### config.mk
export PLATFORM = sky130hd
export DESIGN_NAME = regfile_write_arbiter
export DESIGN_NICKNAME = d
export VERILOG_FILES = /design/src/rtl/regfile_write_arbiter_pkg.sv /design/src/rtl/regfile_write_arbiter_scoreboard.sv /design/src/rtl/regfile_write_arbiter.sv
export SDC_FILE = /design/constraint.sdc
export NUM_CORES = 1
export LEC_CHECK = 0
export CORE_MARGIN = 2
export CORE_UTILIZATION = 42
export DETAILED_ROUTE_END_ITERATION = 6
export PLACE_DENSITY = 0.86
export RECOVER_POWER = 25
export SKIP_CTS_REPAIR_TIMING = 1
export SLEW_MARGIN = 30
export SYNTH_ARGS = -nofsm -noshare
export SYNTH_HDL_FRONTEND = slang
export SYNTH_SLANG_ARGS = --single-unit
### constraint.sdc
create_clock -name i_clk -period 2.2 [get_ports i_clk]
set_input_delay 0.44 -clock i_clk [delete_from_list [all_inputs] [get_ports i_clk]]
set_output_delay 0.44 -clock i_clk [all_outputs]
set_load 0.005 [all_outputs]
### src/rtl/regfile_write_arbiter_pkg.sv
// Shared constants for the register-file write arbiter.
//   DATA_W / ADDR_W / NREG : register file geometry (8 x 16)
//   src_e                  : writeback source, also used as the round-robin pointer
package regfile_write_arbiter_pkg;

  localparam int DATA_W = 16;
  localparam int ADDR_W = 3;
  localparam int NREG   = 1 << ADDR_W;

  typedef enum logic {
    SRC_A = 1'b0,  // ALU
    SRC_B = 1'b1   // load unit
  } src_e;

endpackage

### src/rtl/regfile_write_arbiter_scoreboard.sv
// Pending-write scoreboard: one busy bit per register.
//   i_iss_valid/i_iss_addr : issue-stage reservation, o_iss_ready accepts it
//   i_clr_en/i_clr_addr    : write strobe/address seen by the register file
//   i_radd1/i_radd2        : decode source operands, o_stall on hazard
//   o_busy                 : busy vector
//   i_exec                 : freeze, no reservations or clears
module regfile_write_arbiter_scoreboard
  import regfile_write_arbiter_pkg::*;
(
  input  logic              i_clk,
  input  logic              i_rst_n,
  input  logic              i_exec,
  input  logic              i_iss_valid,
  input  logic [ADDR_W-1:0] i_iss_addr,
  output logic              o_iss_ready,
  input  logic              i_clr_en,
  input  logic [ADDR_W-1:0] i_clr_addr,
  input  logic [ADDR_W-1:0] i_radd1,
  input  logic [ADDR_W-1:0] i_radd2,
  output logic              o_stall,
  output logic [NREG-1:0]   o_busy
);

  logic [NREG-1:0] r_busy;
  logic [NREG-1:0] w_set;
  logic [NREG-1:0] w_clr;

  always_comb begin
    o_iss_ready = !i_exec && !r_busy[i_iss_addr];
    w_set = '0;
    w_clr = '0;
    if (i_iss_valid && o_iss_ready)
      w_set[i_iss_addr] = 1'b1;
    if (i_clr_en && !i_exec)
      w_clr[i_clr_addr] = 1'b1;
  end

  // Clear is applied before set so a same-edge reservation of the
  // register being written back survives.
  always_ff @(posedge i_clk or negedge i_rst_n) begin
    if (!i_rst_n)
      r_busy <= '0;
    else
      r_busy <= (r_busy & ~w_clr) | w_set;
  end

  assign o_stall = r_busy[i_radd1] | r_busy[i_radd2];
  assign o_busy  = r_busy;

endmodule

### src/rtl/regfile_write_arbiter.sv
// Shares the register file's single write port between the ALU (A) and
// the load unit (B) with per-cycle round-robin, registers the write port,
// and hosts the pending-write scoreboard.
//   i_a_* / o_a_ready : ALU writeback request
//   i_b_* / o_b_ready : load-unit writeback request
//   i_iss_* / o_iss_ready, i_radd1/2, o_stall, o_busy : scoreboard
//   o_rf_*            : registered register-file write port
//   i_exec            : global freeze
module regfile_write_arbiter
  import regfile_write_arbiter_pkg::*;
(
  input  logic              i_clk,
  input  logic              i_rst_n,
  input  logic              i_exec,
  input  logic              i_a_valid,
  input  logic [ADDR_W-1:0] i_a_addr,
  input  logic [DATA_W-1:0] i_a_data,
  output logic              o_a_ready,
  input  logic              i_b_valid,
  input  logic [ADDR_W-1:0] i_b_addr,
  input  logic [DATA_W-1:0] i_b_data,
  output logic              o_b_ready,
  input  logic              i_iss_valid,
  input  logic [ADDR_W-1:0] i_iss_addr,
  output logic              o_iss_ready,
  input  logic [ADDR_W-1:0] i_radd1,
  input  logic [ADDR_W-1:0] i_radd2,
  output logic              o_stall,
  output logic [NREG-1:0]   o_busy,
  output logic              o_rf_enable,
  output logic              o_rf_wflag,
  output logic [ADDR_W-1:0] o_rf_wadd,
  output logic [DATA_W-1:0] o_rf_wdata
);

  src_e              r_rr;
  logic              r_rf_enable;
  logic              r_rf_wflag;
  logic [ADDR_W-1:0] r_rf_wadd;
  logic [DATA_W-1:0] r_rf_wdata;

  logic w_both;
  logic w_grant_a;
  logic w_grant_b;

  always_comb begin
    w_both    = i_a_valid && i_b_valid;
    w_grant_a = !i_exec && i_a_valid && (!i_b_valid || (r_rr == SRC_A));
    w_grant_b = !i_exec && i_b_valid && (!i_a_valid || (r_rr == SRC_B));
  end

  assign o_a_ready = w_grant_a;
  assign o_b_ready = w_grant_b;

  // Pointer only moves on contended grants, so an uncontended source
  // never loses its turn.
  always_ff @(posedge i_clk or negedge i_rst_n) begin
    if (!i_rst_n)
      r_rr <= SRC_A;
    else if (!i_exec && w_both)
      r_rr <= (r_rr == SRC_A) ? SRC_B : SRC_A;
  end

  always_ff @(posedge i_clk or negedge i_rst_n) begin
    if (!i_rst_n) begin
      r_rf_enable <= 1'b0;
      r_rf_wflag  <= 1'b0;
      r_rf_wadd   <= '0;
      r_rf_wdata  <= '0;
    end else begin
      r_rf_enable <= !i_exec;
      r_rf_wflag  <= w_grant_a || w_grant_b;
      if (w_grant_a) begin
        r_rf_wadd  <= i_a_addr;
        r_rf_wdata <= i_a_data;
      end else if (w_grant_b) begin
        r_rf_wadd  <= i_b_addr;
        r_rf_wdata <= i_b_data;
      end
    end
  end

  assign o_rf_enable = r_rf_enable;
  assign o_rf_wflag  = r_rf_wflag;
  assign o_rf_wadd   = r_rf_wadd;
  assign o_rf_wdata  = r_rf_wdata;

  regfile_write_arbiter_scoreboard u_scoreboard (
    .i_clk       (i_clk),
    .i_rst_n     (i_rst_n),
    .i_exec      (i_exec),
    .i_iss_valid (i_iss_valid),
    .i_iss_addr  (i_iss_addr),
    .o_iss_ready (o_iss_ready),
    .i_clr_en    (r_rf_wflag),
    .i_clr_addr  (r_rf_wadd),
    .i_radd1     (i_radd1),
    .i_radd2     (i_radd2),
    .o_stall     (o_stall),
    .o_busy      (o_busy)
  );

endmodule

==> qor.csv <==
stage,metric,value,unit
final_layout,synthesis-to-finish area growth,67.7,%
sta,unrepaired setup endpoints after global routing,false,
final_layout,Storage cell area,751,sq um
sta,number of pins exceeding their max-slew limit in the final report,0,
worst_hold_path,hold depth,2,
setup_path,critical setup path kind,in2out,
final_layout,filler-free cell count of the finished design,283,
worst_hold_path,HP Start,i_exec,
setup_path,launch point of the worst reg-to-reg path,u_scoreboard.o_busy[5],
setup_path,kind of end point of the critical path,primary output,
sta,post-route fraction of the period consumed by the critical path,94.2,%
final_layout,fill cell instance count of the final layout,283,
grt,first-pass GRT wire length,7640,um
setup_path,arrival time at the worst endpoint,1.63,ns
sta,final number of hold-violating endpoints,0,
floorplan,floorplan core area,0.00363,sq mm
sta,worst setup skew after layout,0.00656,ns
power_and_ir_drop,"Power, Total",0.00232,W
floorplan,die boundary width,65.2,um
setup_path,CP Data Required Time,1.76,ns
placement,HPWL Detailed,3400,um
routing,initial drt markers,79,
routing,Routed wire per std cell,16.5,um
clocking,largest buffer count on any clock path,2,
placement,Port Buffers,85,
power_and_ir_drop,power density over the cells,878,mW/mm^2
logic_synthesis,share of the synthesized area in the top cell type,47.7,%
sta,final critical path time including I/O delays and setup,2.07,ns
routing,per-cell via count in the routed design,5.47,
logic_synthesis,Post-synth top cells,"sky130_fd_sc_hd__dfrtp_1, sky130_fd_sc_hd__nand2b_1, sky130_fd_sc_hd__o221a_2",
floorplan,initial cell density of the core,43.3,%
grt,initial antenna violation count,0,
final_layout,net count reported at finish,287,
setup_path,crit-path max FO,2,
logic_synthesis,Synthesized Nets,191,
setup_path,CP Launch Type,input pin,
clocking,clk sink count,30,
clocking,TritonCTS clock tree,done,
power_and_ir_drop,LEAKAGE,1.13,nW
grt,total overflow reported by the global router,0,
final_layout,final core utilization,72.7,%
logic_synthesis,flop and latch count out of synthesis,30,
clocking,clock slew at reported path FFs,0.07,ns
final_layout,post-route cell area,0.00264,sq mm
run,Max-Cap Viols,0,
worst_hold_path,class of the most critical hold timing path,in2reg,
logic_synthesis,"EDFF count, synth",0,
logic_synthesis,leading cell type by number of instances after synthesis,sky130_fd_sc_hd__dfrtp_1,
logic_synthesis,syn avg cell area,11.4,sq um
logic_synthesis,portion of the post-synthesis area used by sequential elements,47.7,%
final_layout,multi-input logic area,754,sq um
setup_path,register-to-register setup slack,0.79,ns
sta,Worst Max-Slew Pin Slew,0.738,ns
power_and_ir_drop,Peak VDD IR,0.000539,V
grt,GRT Resource Usage Total,23.7,%
routing,final wirelength,4660,um
clocking,root cell of the clock tree,sky130_fd_sc_hd__clkbuf_8,
setup_path,Reg2Reg Depth,5,
logic_synthesis,top flip-flop cell by instance count after synthesis,sky130_fd_sc_hd__dfrtp_1,
routing,detailed-router iteration count before antenna repair,4,
floorplan,die area,0.00425,sq mm
placement,Placement Cell Area,0.00253,sq mm
clocking,number of CTS-inserted buffers,5,
logic_synthesis,distinct cell type count of the synthesized netlist,28,
worst_hold_path,Min-Delay Endpoint,o_rf_enable,
routing,DRC violations left,0,
placement,number of cells in the design after placement,274,
floorplan,Die Y,65.2,um
routing,Post-DRT Antenna Nets,0,
sta,fmax,0.482,GHz
placement,gp weighted congestion,0.829,
floorplan,Core Rows,22,
setup_path,Critical R2R Capture,u_scoreboard.o_busy[0],
logic_synthesis,Cells after Synth,138,
grt,via count of the first global-routing pass,1562,
logic_synthesis,fraction of registers with async set or reset after synthesis,100,%
sta,final setup fails,0,
clocking,Skew-Pair Late Insertion Delay,0.28,ns
sta,PnR worst setup slack,0.127,ns
final_layout,layout cells sized above 1,20.4,%
floorplan,number of top-level pins,86,
outcome,result of the run,"complete, no violations",
logic_synthesis,synth top area cells,"sky130_fd_sc_hd__dfrtp_1, sky130_fd_sc_hd__o221a_2, sky130_fd_sc_hd__nand2b_1",
logic_synthesis,Synth Cell Area,0.00157,sq mm
clocking,number of H-tree branching levels,2,
logic_synthesis,total number of yosys warnings,0,
logic_synthesis,largest area contributor in the synthesized netlist,sky130_fd_sc_hd__dfrtp_1,
sta,slew margin rel.,50.8,%
routing,via count,1547,
grt,pin count of the biggest net entering global routing,31,
final_layout,count of inserted antenna diode cells,0,
placement,dpl ws,-0.378,ns
area by class of cell:
class | count | area share [%]
Timing Repair Buffer | 98 | 36.3
Multi-Input combinational cell | 93 | 28.6
Sequential cell | 30 | 28.4
Clock buffer | 6 | 3.13
Tap cell | 48 | 2.27
Inverter | 6 | 0.853
Clock inverter | 2 | 0.474
worst max path at each step:
stage	end	slack, ns	from	cells after the start
final	o_iss_ready	0.13	i_iss_addr[1]	5
after floorplan	o_iss_ready	0.65	i_iss_addr[1]	4
after detailed placement	o_stall	-0.38	i_radd1[0]	5
after CTS	o_stall	-0.38	i_radd1[0]	5
after global routing	o_iss_ready	0.04	i_iss_addr[1]	5
after global placement	o_stall	-0.34	i_radd1[0]	5
cell usage in the layout (no fill, tap or decap):
cell / count
sky130_fd_sc_hd__a2111o_1: 1
sky130_fd_sc_hd__a21oi_1: 1
sky130_fd_sc_hd__a22oi_1: 1
sky130_fd_sc_hd__buf_4: 12
sky130_fd_sc_hd__clkbuf_1: 1
sky130_fd_sc_hd__clkbuf_2: 1
sky130_fd_sc_hd__clkbuf_8: 6
sky130_fd_sc_hd__clkdlybuf4s50_1: 76
sky130_fd_sc_hd__clkinv_2: 1
sky130_fd_sc_hd__clkinvlp_4: 1
sky130_fd_sc_hd__dfrtp_1: 30
sky130_fd_sc_hd__dlygate4sd3_1: 1
sky130_fd_sc_hd__dlymetal6s2s_1: 7
sky130_fd_sc_hd__inv_1: 5
sky130_fd_sc_hd__inv_2: 1
sky130_fd_sc_hd__mux2i_1: 5
sky130_fd_sc_hd__mux4_2: 4
sky130_fd_sc_hd__nand2_1: 9
sky130_fd_sc_hd__nand2b_1: 21
sky130_fd_sc_hd__nand3_1: 1
sky130_fd_sc_hd__nand3b_1: 2
sky130_fd_sc_hd__nand4_1: 1
sky130_fd_sc_hd__nor2_1: 1
sky130_fd_sc_hd__nor2b_2: 1
sky130_fd_sc_hd__nor3_1: 1
sky130_fd_sc_hd__o2111ai_1: 1
sky130_fd_sc_hd__o211ai_1: 1
sky130_fd_sc_hd__o21ai_0: 12
sky130_fd_sc_hd__o21bai_1: 2
sky130_fd_sc_hd__o221a_2: 19
sky130_fd_sc_hd__o22ai_1: 1
sky130_fd_sc_hd__o31ai_1: 5
sky130_fd_sc_hd__o31ai_2: 1
sky130_fd_sc_hd__or3b_4: 1
sky130_fd_sc_hd__xnor2_1: 1
sequential cells by signal (all words and copies together), names as in the netlist:
signal and cells:
o_rf_wadd 3, u_scoreboard.o_busy 8, o_rf_enable 1, o_rf_wdata 16, o_rf_wflag 1, r_rr 1
metal layers:
layer  routed length, um  vias to the layer above  global-route usage (%)
met3                 418                        6                    8.05
met5                   0                        -                       0
met2                2280                       71                    38.9
met4                  55                        0                    7.03
li1                    -                      713                       -
met1                1900                      757                    29.6
power by group:
group	switching, W	internal, W
combinational	0.000312	0.000655
sequential	0.000180	0.000712
clock	0.000209	0.000251
total	0.000701	0.00162
metrics by stage:
step | hold WS (ns) | setup TNS (ns)
2_1_floorplan | 0.144 | 0
3_3_place_gp | 0.484 | -0.643
3_5_place_dp | 0.494 | -0.748
4_1_cts | 0.503 | -0.774
5_1_grt | 0.468 | 0
6_report | 0.455 | 0
logic make-up after synthesis:
kind of cell	Yosys count	synth area share (%)
mux	9	8.90
buf+inv	15	4.53
flops	30	47.7
xor+xnor	1	0.557
compound gates	45	24.5
simple gates	38	13.8
critical path, cell delays in order:
cell and delay, ns:
sky130_fd_sc_hd__clkdlybuf4s50_1 0.50, sky130_fd_sc_hd__mux2i_1 0.23, sky130_fd_sc_hd__o22ai_1 0.11, sky130_fd_sc_hd__a22oi_1 0.20, sky130_fd_sc_hd__dlymetal6s2s_1 0.15
Power figures use the tool's default switching activity.
